### src/rtl/cdb_broadcaster_pkg.sv
// Shared types and constants for the CDB transmit side.
// Latency: n/a (types only).
// Backpressure: n/a.
package cdb_broadcaster_pkg;

  localparam int NUM_SRC = 5;
  localparam int XLEN    = 32;
  localparam int PREG_W  = 6;
  localparam int PTR_W   = $clog2(NUM_SRC);

  // Slot index == reservation-station slot index
  localparam int SLOT_ALU   = 0;
  localparam int SLOT_LOAD  = 1;
  localparam int SLOT_STORE = 2;
  localparam int SLOT_MULT0 = 3;
  localparam int SLOT_MULT1 = 4;

  typedef struct packed {
    logic [PREG_W-1:0] num;
    logic              ready;
  } REG;

  typedef enum logic [1:0] {
    FU_ALU   = 2'd0,
    FU_LOAD  = 2'd1,
    FU_STORE = 2'd2,
    FU_MULT  = 2'd3
  } FU_FUNC;

  typedef struct packed {
    REG              tag;
    logic [XLEN-1:0] value;
  } CDB_PACKET;

  // Functional-unit kind behind a given completion slot
  function automatic FU_FUNC slot_func(input int slot);
    case (slot)
      SLOT_ALU:   return FU_ALU;
      SLOT_LOAD:  return FU_LOAD;
      SLOT_STORE: return FU_STORE;
      default:    return FU_MULT;
    endcase
  endfunction

endpackage

### src/rtl/cdb_broadcaster_rr_arbiter.sv
// Round-robin one-of-N picker, search starts at ptr_i and wraps modulo N.
// Latency: purely combinational.
// Backpressure: none; the caller owns the pointer register.
module rr_arbiter #(
  parameter int N  = 5,
  parameter int PW = 3
) (
  input  logic [N-1:0]  req_i,
  input  logic [PW-1:0] ptr_i,
  output logic [N-1:0]  grant_o,
  output logic [PW-1:0] grant_idx_o,
  output logic          grant_vld_o
);

  localparam logic [PW:0] N_EXT = (PW+1)'(N);

  logic [PW:0]   cand_ext;
  logic [PW-1:0] cand;

  // Walk the requests from ptr_i upward, wrapping, and keep the first hit
  always_comb begin
    grant_o     = '0;
    grant_idx_o = '0;
    grant_vld_o = 1'b0;
    cand_ext    = '0;
    cand        = '0;
    for (int off = 0; off < N; off++) begin
      cand_ext = {1'b0, ptr_i} + (PW+1)'(off);
      if (cand_ext >= N_EXT) cand_ext = cand_ext - N_EXT;
      cand = cand_ext[PW-1:0];
      if (!grant_vld_o && req_i[cand]) begin
        grant_vld_o   = 1'b1;
        grant_o[cand] = 1'b1;
        grant_idx_o   = cand;
      end
    end
  end

endmodule

### src/rtl/cdb_broadcaster.sv
// Buffers one completion per FU slot and broadcasts one tag/value per cycle on the CDB.
// Latency: 2 cycles from fu_done to cdb_ready/free (capture edge, then broadcast edge).
// Backpressure: fu_ready[i] drops while slot i holds an entry that is not draining this cycle.
module cdb_broadcaster
  import cdb_broadcaster_pkg::*;
(
  input  logic                          clock,
  input  logic                          reset,
  input  logic [NUM_SRC-1:0]            fu_done,
  input  REG   [NUM_SRC-1:0]            fu_tag,
  input  logic [NUM_SRC-1:0][XLEN-1:0]  fu_value,
  input  logic [NUM_SRC-1:0]            fu_has_dest,
  output logic [NUM_SRC-1:0]            fu_ready,
  input  logic                          flush,
  output logic                          cdb_ready,
  output REG                            cdb_tag,
  output logic [XLEN-1:0]               cdb_value,
  output logic [NUM_SRC-1:0]            free
);

  logic [NUM_SRC-1:0]             buf_valid_q, buf_valid_d;
  logic [NUM_SRC-1:0]             buf_dest_q;
  logic [NUM_SRC-1:0][PREG_W-1:0] buf_tag_q;
  logic [NUM_SRC-1:0][XLEN-1:0]   buf_value_q;
  logic [PTR_W-1:0]               rr_ptr_q, rr_ptr_d;
  logic                           cdb_ready_q;
  CDB_PACKET                      cdb_pkt_q;
  logic [NUM_SRC-1:0]             free_q;

  logic [NUM_SRC-1:0] req, grant, drain, accept;
  logic [PTR_W-1:0]   grant_idx;
  logic               grant_vld;

  // Only entries that write a register compete for the bus
  assign req = buf_valid_q & buf_dest_q;

  rr_arbiter #(
    .N  (NUM_SRC),
    .PW (PTR_W)
  ) u_arb (
    .req_i       (req),
    .ptr_i       (rr_ptr_q),
    .grant_o     (grant),
    .grant_idx_o (grant_idx),
    .grant_vld_o (grant_vld)
  );

  // No-dest entries retire unconditionally; dest entries retire when granted
  assign drain    = (buf_valid_q & ~buf_dest_q) | grant;
  assign fu_ready = ~buf_valid_q | drain;
  assign accept   = fu_done & fu_ready & {NUM_SRC{~flush}};

  // Next buffer occupancy and arbitration pointer; flush wins over everything
  always_comb begin
    buf_valid_d = flush ? '0 : ((buf_valid_q & ~drain) | accept);
    rr_ptr_d    = rr_ptr_q;
    if (!flush && grant_vld) begin
      rr_ptr_d = (grant_idx == PTR_W'(NUM_SRC-1)) ? '0 : grant_idx + PTR_W'(1);
    end
  end

  // Buffer capture, broadcast register and free pulses
  always_ff @(posedge clock or negedge reset) begin
    if (!reset) begin
      buf_valid_q <= '0;
      buf_dest_q  <= '0;
      buf_tag_q   <= '0;
      buf_value_q <= '0;
      rr_ptr_q    <= '0;
      cdb_ready_q <= 1'b0;
      cdb_pkt_q   <= '0;
      free_q      <= '0;
    end else begin
      buf_valid_q <= buf_valid_d;
      rr_ptr_q    <= rr_ptr_d;
      for (int i = 0; i < NUM_SRC; i++) begin
        if (accept[i]) begin
          buf_tag_q[i]   <= fu_tag[i].num;
          buf_value_q[i] <= fu_value[i];
          buf_dest_q[i]  <= fu_has_dest[i];
        end
      end
      cdb_ready_q <= grant_vld & ~flush;
      if (grant_vld && !flush) begin
        cdb_pkt_q.tag.num   <= buf_tag_q[grant_idx];
        cdb_pkt_q.tag.ready <= 1'b1;
        cdb_pkt_q.value     <= buf_value_q[grant_idx];
      end
      free_q <= flush ? '0 : drain;
    end
  end

  assign cdb_ready = cdb_ready_q;
  assign cdb_tag   = cdb_pkt_q.tag;
  assign cdb_value = cdb_pkt_q.value;
  assign free      = free_q;

  // A producer must never present a completion to a full, non-draining slot
  a_no_done_when_full: assert property (@(posedge clock) disable iff (!reset)
    ((fu_done & ~fu_ready) == '0))
    else $error("cdb_broadcaster: fu_done while fu_ready low (%b / %b)", fu_done, fu_ready);

endmodule

### config.mk
export PLATFORM = sky130hd
export DESIGN_NAME = cdb_broadcaster
export DESIGN_NICKNAME = d
export VERILOG_FILES = /design/src/rtl/cdb_broadcaster_pkg.sv /design/src/rtl/cdb_broadcaster_rr_arbiter.sv /design/src/rtl/cdb_broadcaster.sv
export SDC_FILE = /design/constraint.sdc
export NUM_CORES = 1
export LEC_CHECK = 0
export CAP_MARGIN = 20
export CORE_MARGIN = 4
export CORE_UTILIZATION = 45
export DETAILED_ROUTE_END_ITERATION = 6
export HOLD_SLACK_MARGIN = 0.03
export PLACE_DENSITY = 0.72
export SYNTH_ARGS = -nofsm -noshare
export SYNTH_HDL_FRONTEND = slang
export SYNTH_HIERARCHICAL = 1
export SYNTH_SLANG_ARGS = --single-unit
### constraint.sdc
create_clock -name clock -period 7.1 [get_ports clock]
set_input_delay 1.065 -clock clock [delete_from_list [all_inputs] [get_ports clock]]
set_output_delay 1.065 -clock clock [all_outputs]
set_load 0.03 [all_outputs]
==> impl.org <==
** Outcome
- The flow ran to the end, and the final reports show no timing, DRC or antenna violations.

** Worst setup path
- In this run the critical register-to-register path is captured at cdb_value[7].
- The startpoint identified for the worst register-to-register timing path is rr_ptr_q[1].
- STA classifies the critical path startpoint as a register.
- Number of cells traversed by the worst register-to-register path :: 13
- Worst Path Class, Setup :: reg -> out
- Data on the critical path arrives at its endpoint at 5.04 ns.
- Worst setup path endpoint :: fu_ready[0]
- Worst setup EP type :: output port
- Register-to-register path setup slack :: 1.62 ns
- Largest driver fanout on the critical path :: 13
- Critical path required time :: 6.03 ns
- Worst Setup SP :: rr_ptr_q[1]

** Clock tree
- The clock net in this run drives a total of 248 sinks.
- Buffers inserted to repair hold after CTS numbered 0.
- Clock tree synthesis inserted a total of 28 buffers.
- Clock root buffer master :: sky130_fd_sc_hd__clkbuf_16
- Number of cells upsized or downsized after cts :: 0
- After clock tree synthesis, the setup repair step added 0 buffers.
- Clock latency on the worst-skew pair, taken at its later pin, is 0.55 ns.
- Depth of the CTS H-tree :: 1
- Largest buffer count on any clock path :: 3
- Register clock-pin slew on the reported worst setup and hold paths :: 0.06 ns
- TritonCTS clock tree :: built

** Floorplanning
- For this configuration, the core starts out at a cell density of 0.459.
- Row generation in the floorplan step produced 59 rows.
- The die is 171 um tall.
- Number of primary I/O pins :: 258
- Die X :: 171 um
- Total Die Area :: 29200 um^2
- The total area inside the core boundary comes to 26100 um^2.

** Final layout
- Final core utilization :: 0.604
- Number of fill cells :: 2096
- Net total in the final layout :: 1400
- In the final layout, the share of cells above drive strength 1 is 0.280.
- Multi-input combinational cell area :: 5350 um^2
- Area of all sequential standard cells :: 6210 um^2
- Area grow syn2layout :: 31.7%

** GRT
- Wire length of the first global-routing pass :: 51000 um
- Global Route Usage Sum :: 0.222
- The initial antenna violation count came to 5.
- Total overflow reported by the global router :: 0
- The number of global-route vias before repair was 8760.
- Entering global routing, the biggest net connects 141 pins.

** Place
- The congestion estimate from routability-driven global placement came to 0.949.
- Port bufs :: 252
- The HPWL after detailed placement is 22500 um.

** Power
- In this run the static leakage power is 6.58 nW.
- IR Drop Worst-Case VDD :: 436 uV
- Power consumption :: 7.95 mW
- Power density over the cells :: 505 nW/um^2

** STA
- Setup violations remaining at the end of the flow were counted as 0.
- Maximum clock frequency :: 164 MHz
- Final Hold Viols :: 0
- Subtracting the final worst setup slack from the clock period gives 6.10 ns.
- Transition time at the pin with the least slew margin :: 0.862 ns
- Between clock sinks in the finished design, the worst skew comes to 0.0211 ns.
- Relative slew slack :: 0.425
- In the finished design, the share of the clock period the worst path needs comes to 0.860.
- RSZ-0062 raised after global routing :: no
- The count of pins over their slew limit is 0.
- Accumulated negative setup slack :: 0 ns

** Synth
- For this run, the leading register cell type out of synthesis is sky130_fd_sc_hd__dfrtp_1.
- The cell area that synthesis handed to floorplanning was 12000 um^2.
- A synthesized cell averages 12.8 um^2.
- EDFF count, synth :: 0
- Top post-synthesis cells by area :: sky130_fd_sc_hd__dfrtp_1 52%, sky130_fd_sc_hd__mux2_2 22%, sky130_fd_sc_hd__mux2i_1 4.0%
- Number of instances in the synthesized netlist :: 933
- Register area share after synthesis :: 0.519
- Distinct cell type count after synthesis :: 69
- Flip-flop and latch count after synthesis :: 248
- Largest area contributor in the netlist :: sky130_fd_sc_hd__dfrtp_1
- Share of synthesized flip-flops with an asynchronous set or reset :: 1.00
- Number of warnings printed during yosys synthesis :: 6
- sky130_fd_sc_hd__dfrtp_1 is the most common cell in the netlist.
- The number of nets handed over by synthesis was 1153.
- Of the post-synthesis cell area, the dominant cell type holds 0.519.
- Counting instances in the post-synthesis netlist gives the leading cell types as 248 x sky130_fd_sc_hd__dfrtp_1, 237 x sky130_fd_sc_hd__mux2_2, 55 x sky130_fd_sc_hd__nand2_1.

** Routing
- The final route contains 8605 vias.
- Wires add up to 33200 um.
- In this run the remaining antenna-violating nets after routing total 0.
- For this block, the initial DRC count from the detailed router was 538.
- For this run, design rule violations remaining after detail routing come to 0.
- WL/cell :: 21.6 um
- Detailed-router iteration count before antenna repair :: 5
- Via/cell ratio :: 5.59

** Job
- Across the run, the number of max-cap violations was 0.

** Min path
- In this run the worst hold path is classified as reg -> reg.
[critical path, stage by stage, from the launching register on]
cell                              delay [ns]
sky130_fd_sc_hd__dfrtp_1                0.67
sky130_fd_sc_hd__ha_1                   0.24
sky130_fd_sc_hd__inv_1                  0.05
sky130_fd_sc_hd__fa_1                   0.40
sky130_fd_sc_hd__a21oi_2                0.32
sky130_fd_sc_hd__mux2i_1                0.49
sky130_fd_sc_hd__mux2i_1                0.30
sky130_fd_sc_hd__a2bb2oi_1              0.12
sky130_fd_sc_hd__a211oi_2               0.22
sky130_fd_sc_hd__buf_4                  0.21
sky130_fd_sc_hd__o211ai_2               0.16
sky130_fd_sc_hd__o311ai_1               0.42
sky130_fd_sc_hd__nand3b_1               0.21
sky130_fd_sc_hd__clkdlybuf4s50_1        0.69
[final cells by class]
| class | instances | share of cell area |
|---|---|---|
| multi-input combinational | 600 | 0.340 |
| sequential | 248 | 0.394 |
| inverter | 23 | 0.00548 |
| tap | 335 | 0.0266 |
| clock inverter | 4 | 0.00310 |
| timing repair buffer | 279 | 0.174 |
| clock buffer | 46 | 0.0558 |
| antenna | 5 | 0.000795 |
[logic make-up (layout without fill, tap and decap cells)]
group                    count (synthesis)  count (layout)  share of synthesized area
XOR/XNOR                                 7               7                    0.00513
multiplexers                           287             287                      0.266
AO/OA/AOI/OAI                          158             158                      0.101
AND/OR/NAND/NOR                        136             136                     0.0595
other                                    0               5                          0
buffers and inverters                   85             352                     0.0358
adder cells (fa/ha/maj)                 12              12                     0.0132
flip-flops                             248             248                      0.519
[power by group]
| group | internal (mW) | leakage [nW] | switching [mW] |
|---|---|---|---|
| logic | 2.02 | 3.18 | 2.39 |
| clock network | 0.843 | 0.456 | 0.577 |
| registers | 1.88 | 2.94 | 0.241 |
[state kept, by name (all words and copies together), names as in the netlist]
name,flops
cdb_value,32
rr_ptr_q,3
cdb_ready,1
cdb_tag,7
buf_value_q,160
buf_valid_q,5
buf_tag_q,30
buf_dest_q,5
free,5
[worst min-delay path by stage]
stage,start,to,slack (ns),depth (start not counted)
3_3_place_gp,cdb_tag[0],cdb_tag[0],0.45,1
6_report,cdb_tag[0],cdb_tag[0],0.46,1
2_1_floorplan,buf_tag_q[12],buf_tag_q[12],0.47,1
5_1_grt,cdb_tag[0],cdb_tag[0],0.50,1
3_5_place_dp,cdb_tag[0],cdb_tag[0],0.46,1
4_1_cts,cdb_tag[0],cdb_tag[0],0.47,1
[metrics by stage]
stage | hold WS (ns) | instances | cell area, um^2 | worst slack (ns)
floorplan | 0.474 | 933 | 12000 | 2.63
finish | 0.465 | 1540 | 15700 | 0.997
detailed placement | 0.455 | 1485 | 14800 | 1.57
CTS | 0.471 | 1535 | 15700 | 0.960
global placement | 0.451 | 1485 | 14800 | 1.59
global route | 0.496 | 1536 | 15700 | 0.587
[layer usage]
metal | part of all wire | GRT usage
met5 | 0.0014 | 0
met4 | 0.022 | 0.0530
met3 | 0.078 | 0.0536
met2 | 0.47 | 0.358
met1 | 0.43 | 0.306
[placed cells by master (no fill, tap or decap), types with 5 or more instances in the layout]
master / instances
sky130_fd_sc_hd__o22ai_1: 41
sky130_fd_sc_hd__a211oi_1: 9
sky130_fd_sc_hd__nand2b_1: 6
sky130_fd_sc_hd__ha_1: 11
sky130_fd_sc_hd__clkbuf_8: 11
sky130_fd_sc_hd__xnor2_1: 6
sky130_fd_sc_hd__dfrtp_1: 248
sky130_fd_sc_hd__nor2_1: 16
sky130_fd_sc_hd__a21oi_1: 23
sky130_fd_sc_hd__o21ai_0: 7
sky130_fd_sc_hd__mux2_2: 237
sky130_fd_sc_hd__nand3b_1: 10
sky130_fd_sc_hd__nor3_1: 7
sky130_fd_sc_hd__inv_1: 21
sky130_fd_sc_hd__clkbuf_16: 28
sky130_fd_sc_hd__nand4_1: 5
sky130_fd_sc_hd__buf_4: 26
sky130_fd_sc_hd__mux2i_1: 48
sky130_fd_sc_hd__clkbuf_1: 7
sky130_fd_sc_hd__nand3_1: 5
sky130_fd_sc_hd__diode_2: 5
sky130_fd_sc_hd__and2_1: 7
sky130_fd_sc_hd__a221o_1: 38
sky130_fd_sc_hd__o211ai_1: 5
sky130_fd_sc_hd__nand2_1: 55
sky130_fd_sc_hd__clkdlybuf4s50_1: 251
No activity file was read; power rests on OpenSTA's default activity.
